==> src/rtl/eth_wb_pkg.sv <==
// Shared constants and types for the 10GE MAC Wishbone management register block.
package eth_wb_pkg;

  localparam int unsigned WB_ADR_W  = 8;
  localparam int unsigned WB_DAT_W  = 32;
  localparam int unsigned WB_WORD_W = WB_ADR_W - 2;
  localparam int unsigned CFG_W     = 3;

  // Word indices, i.e. byte address >> 2
  localparam logic [WB_WORD_W-1:0] ADDR_CONFIG      = 6'h00;
  localparam logic [WB_WORD_W-1:0] ADDR_VERSION     = 6'h01;
  localparam logic [WB_WORD_W-1:0] ADDR_INT_PENDING = 6'h02;
  localparam logic [WB_WORD_W-1:0] ADDR_INT_MASK    = 6'h03;
  localparam logic [WB_WORD_W-1:0] ADDR_INT_STATUS  = 6'h04;

  localparam logic [CFG_W-1:0] CONFIG_RST = 3'b011;

  typedef enum logic {
    ST_IDLE = 1'b0,
    ST_ACK  = 1'b1
  } wb_state_e;

endpackage

==> src/rtl/eth_wb_int_ctrl.sv <==
// Interrupt pending/mask registers with W1C clear, set-wins priority and a
// registered interrupt request.
module eth_wb_int_ctrl #(
  parameter int unsigned INT_WIDTH = 9
) (
  input  logic                 clk,
  input  logic                 rst,
  input  logic [INT_WIDTH-1:0] int_event_i,
  input  logic                 pend_clr_we_i,
  input  logic                 mask_we_i,
  input  logic [INT_WIDTH-1:0] wdata_i,
  output logic [INT_WIDTH-1:0] pending_o,
  output logic [INT_WIDTH-1:0] mask_o,
  output logic                 int_o
);

  logic [INT_WIDTH-1:0] pend_q, pend_d;
  logic [INT_WIDTH-1:0] mask_q, mask_d;
  logic                 int_q, int_d;

  // Events are OR-ed in after the clear so a coincident event survives
  always_comb begin
    pend_d = pend_q;
    mask_d = mask_q;
    int_d  = |(pend_q & mask_q);
    if (pend_clr_we_i) pend_d = pend_q & ~wdata_i;
    pend_d = pend_d | int_event_i;
    if (mask_we_i) mask_d = wdata_i;
  end

  always_ff @(posedge clk) begin
    if (rst) begin
      pend_q <= '0;
      mask_q <= '0;
      int_q  <= 1'b0;
    end else begin
      pend_q <= pend_d;
      mask_q <= mask_d;
      int_q  <= int_d;
    end
  end

  assign pending_o = pend_q;
  assign mask_o    = mask_q;
  assign int_o     = int_q;

endmodule

==> src/rtl/eth_wb_slave_regs.sv <==
// Wishbone classic-cycle responder holding the 10GE MAC CONFIG, VERSION and
// interrupt registers.
module eth_wb_slave_regs
  import eth_wb_pkg::*;
#(
  parameter int unsigned INT_WIDTH = 9,
  parameter logic [31:0] VERSION   = 32'h0001_0000
) (
  input  logic                 clk,
  input  logic                 rst,
  input  logic [WB_ADR_W-1:0]  wb_adr_i,
  input  logic [WB_DAT_W-1:0]  wb_dat_i,
  input  logic                 wb_we_i,
  input  logic                 wb_stb_i,
  input  logic                 wb_cyc_i,
  output logic                 wb_ack_o,
  output logic [WB_DAT_W-1:0]  wb_dat_o,
  output logic                 wb_int_o,
  input  logic [INT_WIDTH-1:0] int_event_i,
  output logic                 cfg_tx_enable_o,
  output logic                 cfg_rx_enable_o,
  output logic                 cfg_promisc_o
);

  wb_state_e             state_q, state_d;
  logic [WB_DAT_W-1:0]   dat_q, dat_d, rd_data;
  logic [CFG_W-1:0]      cfg_q, cfg_d;
  logic [WB_WORD_W-1:0]  word_adr;
  logic                  req, wr;
  logic                  cfg_we, pend_clr_we, mask_we;
  logic [INT_WIDTH-1:0]  pending, mask;
  logic                  unused_bits;

  assign word_adr    = wb_adr_i[WB_ADR_W-1:2];
  assign unused_bits = ^{wb_adr_i[1:0], wb_dat_i};

  // The ack state blocks a re-request, giving one transfer per two cycles
  assign req         = wb_cyc_i & wb_stb_i & (state_q == ST_IDLE);
  assign wr          = req & wb_we_i;
  assign cfg_we      = wr & (word_adr == ADDR_CONFIG);
  assign pend_clr_we = wr & (word_adr == ADDR_INT_PENDING);
  assign mask_we     = wr & (word_adr == ADDR_INT_MASK);

  always_comb begin
    rd_data = '0;
    case (word_adr)
      ADDR_CONFIG:      rd_data = WB_DAT_W'(cfg_q);
      ADDR_VERSION:     rd_data = VERSION;
      ADDR_INT_PENDING: rd_data = WB_DAT_W'(pending);
      ADDR_INT_MASK:    rd_data = WB_DAT_W'(mask);
      ADDR_INT_STATUS:  rd_data = WB_DAT_W'(pending & mask);
      default:          rd_data = '0;
    endcase
  end

  always_comb begin
    state_d = state_q;
    cfg_d   = cfg_q;
    dat_d   = '0;
    case (state_q)
      ST_IDLE: if (req) state_d = ST_ACK;
      ST_ACK:  state_d = ST_IDLE;
    endcase
    if (cfg_we) cfg_d = wb_dat_i[CFG_W-1:0];
    if (req && !wb_we_i) dat_d = rd_data;
  end

  always_ff @(posedge clk) begin
    if (rst) begin
      state_q <= ST_IDLE;
      dat_q   <= '0;
      cfg_q   <= CONFIG_RST;
    end else begin
      state_q <= state_d;
      dat_q   <= dat_d;
      cfg_q   <= cfg_d;
    end
  end

  eth_wb_int_ctrl #(.INT_WIDTH(INT_WIDTH)) u_int_ctrl (
    .clk           (clk),
    .rst           (rst),
    .int_event_i   (int_event_i),
    .pend_clr_we_i (pend_clr_we),
    .mask_we_i     (mask_we),
    .wdata_i       (wb_dat_i[INT_WIDTH-1:0]),
    .pending_o     (pending),
    .mask_o        (mask),
    .int_o         (wb_int_o)
  );

  assign wb_ack_o        = (state_q == ST_ACK);
  assign wb_dat_o        = dat_q;
  assign cfg_tx_enable_o = cfg_q[0];
  assign cfg_rx_enable_o = cfg_q[1];
  assign cfg_promisc_o   = cfg_q[2];

endmodule

==> config.mk <==
export PLATFORM = sky130hd
export DESIGN_NAME = eth_wb_slave_regs
export DESIGN_NICKNAME = d
export VERILOG_FILES = /design/src/rtl/eth_wb_pkg.sv /design/src/rtl/eth_wb_int_ctrl.sv /design/src/rtl/eth_wb_slave_regs.sv
export SDC_FILE = /design/constraint.sdc
export NUM_CORES = 1
export LEC_CHECK = 0
export ABC_AREA = 1
export CAP_MARGIN = 20
export CORE_MARGIN = 2
export CORE_UTILIZATION = 35
export CTS_CLUSTER_DIAMETER = 150
export DETAILED_ROUTE_END_ITERATION = 6
export HOLD_SLACK_MARGIN = 0.03
export PLACE_DENSITY = 0.75
export SETUP_SLACK_MARGIN = 0.3
export SYNTH_ARGS = -nofsm -noshare
export SYNTH_HDL_FRONTEND = slang
export SYNTH_SLANG_ARGS = --single-unit
==> constraint.sdc <==
create_clock -name clk -period 1.15 [get_ports clk]
set_input_delay 0.23 -clock clk [delete_from_list [all_inputs] [get_ports clk]]
set_output_delay 0.23 -clock clk [all_outputs]
set_load 0.01 [all_outputs]
# Word level (Yosys, flattened, before mapping)
# Cells that the tools add are included.
totals:
  regBits: 55
  out_inout_bits: 37
  word_cells: 32
op_classes:
  n_eq_ne: 4
  mux: 4
  bitwise_logic: 13
  n_reduce_logical: 5
ops:
  columns: ["operator", "n"]
  rows:
  - ["case mux 17 bit (5 select lines)", 1]
  - ["bitwise AND 9 bit", 3]
  - ["equality test 6 x 2 -> 1 bit (second input constant)", 2]
  - ["two-way mux 9 bit", 1]
  - ["NOT 9 bit", 1]
  - ["bitwise OR 9 bit", 1]
  - ["OR reduction 9 bit", 1]
  - ["bitwise AND 1 bit", 6]
  - ["equality test 6 x 1 -> 1 bit (second input constant)", 1]
  - ["equality test 6 x 3 -> 1 bit (second input constant)", 1]
  - ["logical NOT 6 bit", 1]
  - ["NOT 1 bit", 2]
  - ["case mux 1 bit (2 select lines)", 1]
  - ["OR reduction 2 bit", 1]
  - ["logical AND 1 bit", 1]
  - ["logical NOT 1 bit", 1]
  - ["two-way mux 1 bit", 1]

# Depth between registers and ports, before layout
depth:
  word_depth: 6
  mapped_depth: 8
  ltp_nobuf: 7

# By module
# Synthesis repeated with hierarchy kept, for this count alone.
unflattened:
  cells_unflattened: 245
  area_unflattened_um2: 1775.5
modules_own_cells:
  columns: ["module", "instances", "cells_per_inst", "area_per_inst_um2"]
  rows:
  - ["eth_wb_slave_regs", 1, 147, 1036.0]
  - ["eth_wb_int_ctrl", 1, 98, 739.5]

# Worst setup path after synthesis
# Ideal clock, no wire load.
synth_path:
  path_kind: "register to register"
  start: "register state_q (netlist: wb_ack_o)"
  end: "register cfg_q[2]"
  arrival_ns: 1.023
  slack_ns: 0.013
  path_stages_with_launch: 8
  period_less_slack_ns: 1.137
  path_cell_list: "dfxtp_1 -> inv_1 -> nand3_2 -> nor2_4 -> buf_6 -> nand2_1 -> o21ai_1 -> nor2_1"
synth_via:
  elab_chain_cells: 4
synth_lines:
  columns: ["element", "line_no", "text"]
  rows:
  - ["start: declaration", "eth_wb_slave_regs.sv:25", "wb_state_e state_q, state_d;"]
  - ["start signal: assignment", "eth_wb_slave_regs.sv:74", "state_q <= state_d;"]
  - ["NOT 1 bit", null, null]
  - ["bitwise AND 1 bit", "eth_wb_slave_regs.sv:38", "assign req = wb_cyc_i & wb_stb_i & (state_q == ST_IDLE);"]
  - ["bitwise AND 1 bit", "eth_wb_slave_regs.sv:39", "assign wr = req & wb_we_i;"]
  - ["bitwise AND 1 bit", "eth_wb_slave_regs.sv:40", "assign cfg_we = wr & (word_adr == ADDR_CONFIG);"]
  - ["end signal: assignment", "eth_wb_slave_regs.sv:76", "cfg_q <= cfg_d;"]
  - ["end: declaration", "eth_wb_slave_regs.sv:27", "logic [CFG_W-1:0] cfg_q, cfg_d;"]
# Every way passes these cells.
# A chain may end at the register's enable or synchronous reset.

# Worst setup path in the final report
layout_path:
  start: "register state_q (netlist: wb_ack_o)"
  end: "register u_int_ctrl.mask_q[8] (netlist: u_int_ctrl.mask_o[8])"
layout_via:
  elab_chain_cells: 4
layout_lines:
  columns: ["element", "line_no", "text"]
  rows:
  - ["NOT 1 bit", null, null]
  - ["bitwise AND 1 bit", "eth_wb_slave_regs.sv:38", null]
  - ["bitwise AND 1 bit", "eth_wb_slave_regs.sv:39", null]
  - ["bitwise AND 1 bit", "eth_wb_slave_regs.sv:42", "assign mask_we = wr & (word_adr == ADDR_INT_MASK);"]
  - ["end signal: assignment", "eth_wb_int_ctrl.sv:38", "mask_q <= mask_d;"]
  - ["end: declaration", "eth_wb_int_ctrl.sv:18", "logic [INT_WIDTH-1:0] mask_q, mask_d;"]
# Every way passes these cells.

==> summary.txt <==
Logic synthesis
  • Post-synth top area share: 38.4%
  • Post-synthesis instance area: about 1700 sq um
  • Async S/R FF share, synth: 0%
  • Top-count cell post-synth: nand2_1
  • Syn_area_per_cell: 7.19 sq um
  • Post-synth EDFFs: 0
  • Synthesized instance count: roughly 240
  • Post-synth top cells: 62 x nand2_1, 33 x dfxtp_1, 29 x nor2_1
  • Sequential area share after synthesis: about 38%
  • Area leader, netlist: dfxtp_1
  • Number of synthesized register bits: 33
  • Ys flop type: dfxtp_1
  • Unique masters post-synth: 25
  • Synth top area cells: dfxtp_1 38%, nand2_1 14%, buf_4 9.6%, nor2_1 6.3%, nand3_1 5.5%
  • YS warnings: 0

Status
  • Failing checks: setup timing
  • Status: complete, but fails checks

GRT
  • Gr ovfl total: 0
  • Largest net degree at the start of global routing: 14
  • First-pass GRT wire length: between 6 and 7 mm
  • Total GRT Usage: roughly 16%
  • Vias in the first global route: 1513
  • Initial antenna violation count: 0

Drt
  • Pre-antenna DRT Iters: 5
  • Routed vias: 1628
  • Vias per cell: 4.36
  • Post-DRT Antenna Nets: 0
  • DR iter-0 viols: approximately 110
  • Residual DRC: 0
  • DRT Wirelength: between 4 and 5 mm
  • DR WL/cell: 11.2 um

Setup path
  • Worst Setup SP: wb_ack_o
  • Critical Path Start Type: register
  • Crit path capture: u_int_ctrl.mask_o[8]
  • RR Startpoint: wb_ack_o
  • R2r setup slk: -0.03 ns
  • R2R cell count: 8
  • Worst EP arrival: about 1.4 ns
  • CP max FO: 6
  • Crit end category: register
  • Worst path required time: 1.37 ns
  • Crit path kind: reg2reg
  • Worst r2r dst: u_int_ctrl.mask_o[8]

Die
  • # IOs: slightly above 90
  • Initial core utilization: between 30% and 40%
  • Die Span X: approximately 74 um
  • Die H: about 74 um
  • Placeable Area: 4720 sq um
  • # rows: 25
  • Die ar.: about 5500 sq um

STA
  • Crit share post-route: 103%
  • RSZ-0062 raised after global routing: true
  • Final setup margin: -0.0309 ns
  • Final min period: around 1.2 ns
  • Final hold violation count: 0
  • F_max: ~850 MHz
  • Final Max Slew Viols: 0
  • Finish-stage setup viols: 11
  • Worst clock skew: 0.00382 ns

CTS
  • Clk_lat worst skew: 0.29 ns
  • CTS H-Tree Depth: 2
  • Clock input transition at the sequential cells of the worst setup and hold paths: about 0.070 ns
  • Num CTS Buffers: 5
  • CTS max path bufs: 2
  • CTS root buffer: clkbuf_8
  • Clk sinks: 33
  • CTS tree: yes

Worst hold path
  • Worst hold path class: in2reg

Finish
  • Ratio of cells with drive above 1 in the final layout: a little over a third
  • Util after Layout: between 50% and 60%
  • Area delta synth->final: 49.0%
  • Antenna Cells: 0
  • Final nets: 360

Place
  • Gp weighted congestion: between 0.7 and 0.8
  • Dpl hpwl: about 2.7 mm
  • Port bufs: 43
  • Setup WS pre-CTS: -0.479 ns

Run
  • MaxCap Viol Count: 0

Pwr
  • Peak VDD IR: roughly 0.35 mV
  • Leakage power: 0.00126 uW
  • Power Dens Cells: between 900 and 1000 nW/um^2
repair_timing:
| action | 4_1_cts | 5_1_grt |
|---|---|---|
| pin swaps | 30 | 18 |
| resized for setup | 103 | 35 |
| hold buffers | 0 | 0 |
| buffers inserted | 7 | 2 |
| cloned | 4 | 1 |
| setup endpoints to repair | 47 | 47 |
area by class of cell:
cell class,count,area (sq um)
Sequential cell,33,668
Clock buffer,6,82.6
Multi-Input combinational cell,177,1000
Timing Repair inverter,1,11.3
Fill cell,456,2160
Tap cell,67,83.8
Clock inverter,1,7.51
Timing Repair Buffer,61,583
Inverter,27,124
state kept, by name, indices dropped and copies added, names as in the netlist:
register	cells
wb_dat_o	10
u_int_ctrl.mask_o	9
u_int_ctrl.pending_o	9
cfg_q	3
u_int_ctrl.int_o	1
wb_ack_o	1
placed cells by master (no fill, tap or decap), drive strengths merged:
master	n
a21oi	9
buf	37
clkbuf	7
clkdlybuf4s50	19
clkinv	2
clkinvlp	1
conb	22
dfxtp	33
dlygate4sd2	3
dlymetal6s2s	1
inv	26
nand2	66
nand3	20
nand3b	3
nand4	8
nor2	38
nor4	1
o21ai	10
report_power, final:
group	leakage [uW]	internal, uW	total, uW	switching (uW)
Clock	0.0000433	472	883	411
Sequential	0.000270	1170	1200	26.6
Combinational	0.000950	160	341	181
Total	0.00126	1800	2420	618
how the worst min path moves through the flow:
stage | from | to | cells past startpoint
global placement | u_int_ctrl.pending_o[2] | u_int_ctrl.pending_o[2] | 2
global route | wb_adr_i[3] | wb_dat_o[16] | 2
floorplan | rst | wb_ack_o | 1
CTS | wb_adr_i[3] | wb_dat_o[16] | 2
detailed placement | u_int_ctrl.pending_o[2] | u_int_ctrl.pending_o[2] | 2
finish | wb_adr_i[3] | wb_dat_o[16] | 2
worst max-delay path: stages, from the launching register on:
cell and delay (ns):
dfxtp_2 0.33, inv_2 0.06, nand3_4 0.08, nor2_4 0.16
buf_12 0.16, nand2_8 0.09, clkinv_8 0.08, nor2_2 0.03
nor2_1 0.11
kinds of logic after synthesis:
kind of cell,count (synthesis),synth area share (%)
other cells,1,0.218
buf+inv,53,18.0
flops,33,38.4
simple gates,133,37.8
compound gates,19,5.53
layer usage:
| metal | vias up | global-route usage, % | wire (um) |
|---|---|---|---|
| met4 | 0 | 8.28 | 90 |
| met1 | 707 | 19.1 | 1780 |
| met5 | - | 0 | 0 |
| met2 | 68 | 25.6 | 1990 |
| li1 | 843 | - | - |
| met3 | 10 | 4.07 | 318 |
stage by stage:
step / TNS [ns] / cells / power (uW) / area, sq um / hold slack [ns]
2_1_floorplan: 0 / 260 / 1400 / 1830 / 0.296
3_3_place_gp: -12.09 / 352 / 1500 / 2210 / 0.477
3_5_place_dp: -12.66 / 352 / 1500 / 2210 / 0.485
4_1_cts: -0.000833 / 370 / 2420 / 2430 / 0.290
5_1_grt: -1.82 / 373 / 2520 / 2560 / 0.225
6_report: -0.187 / 373 / 2420 / 2560 / 0.211
(Power assumes the default switching activity.)
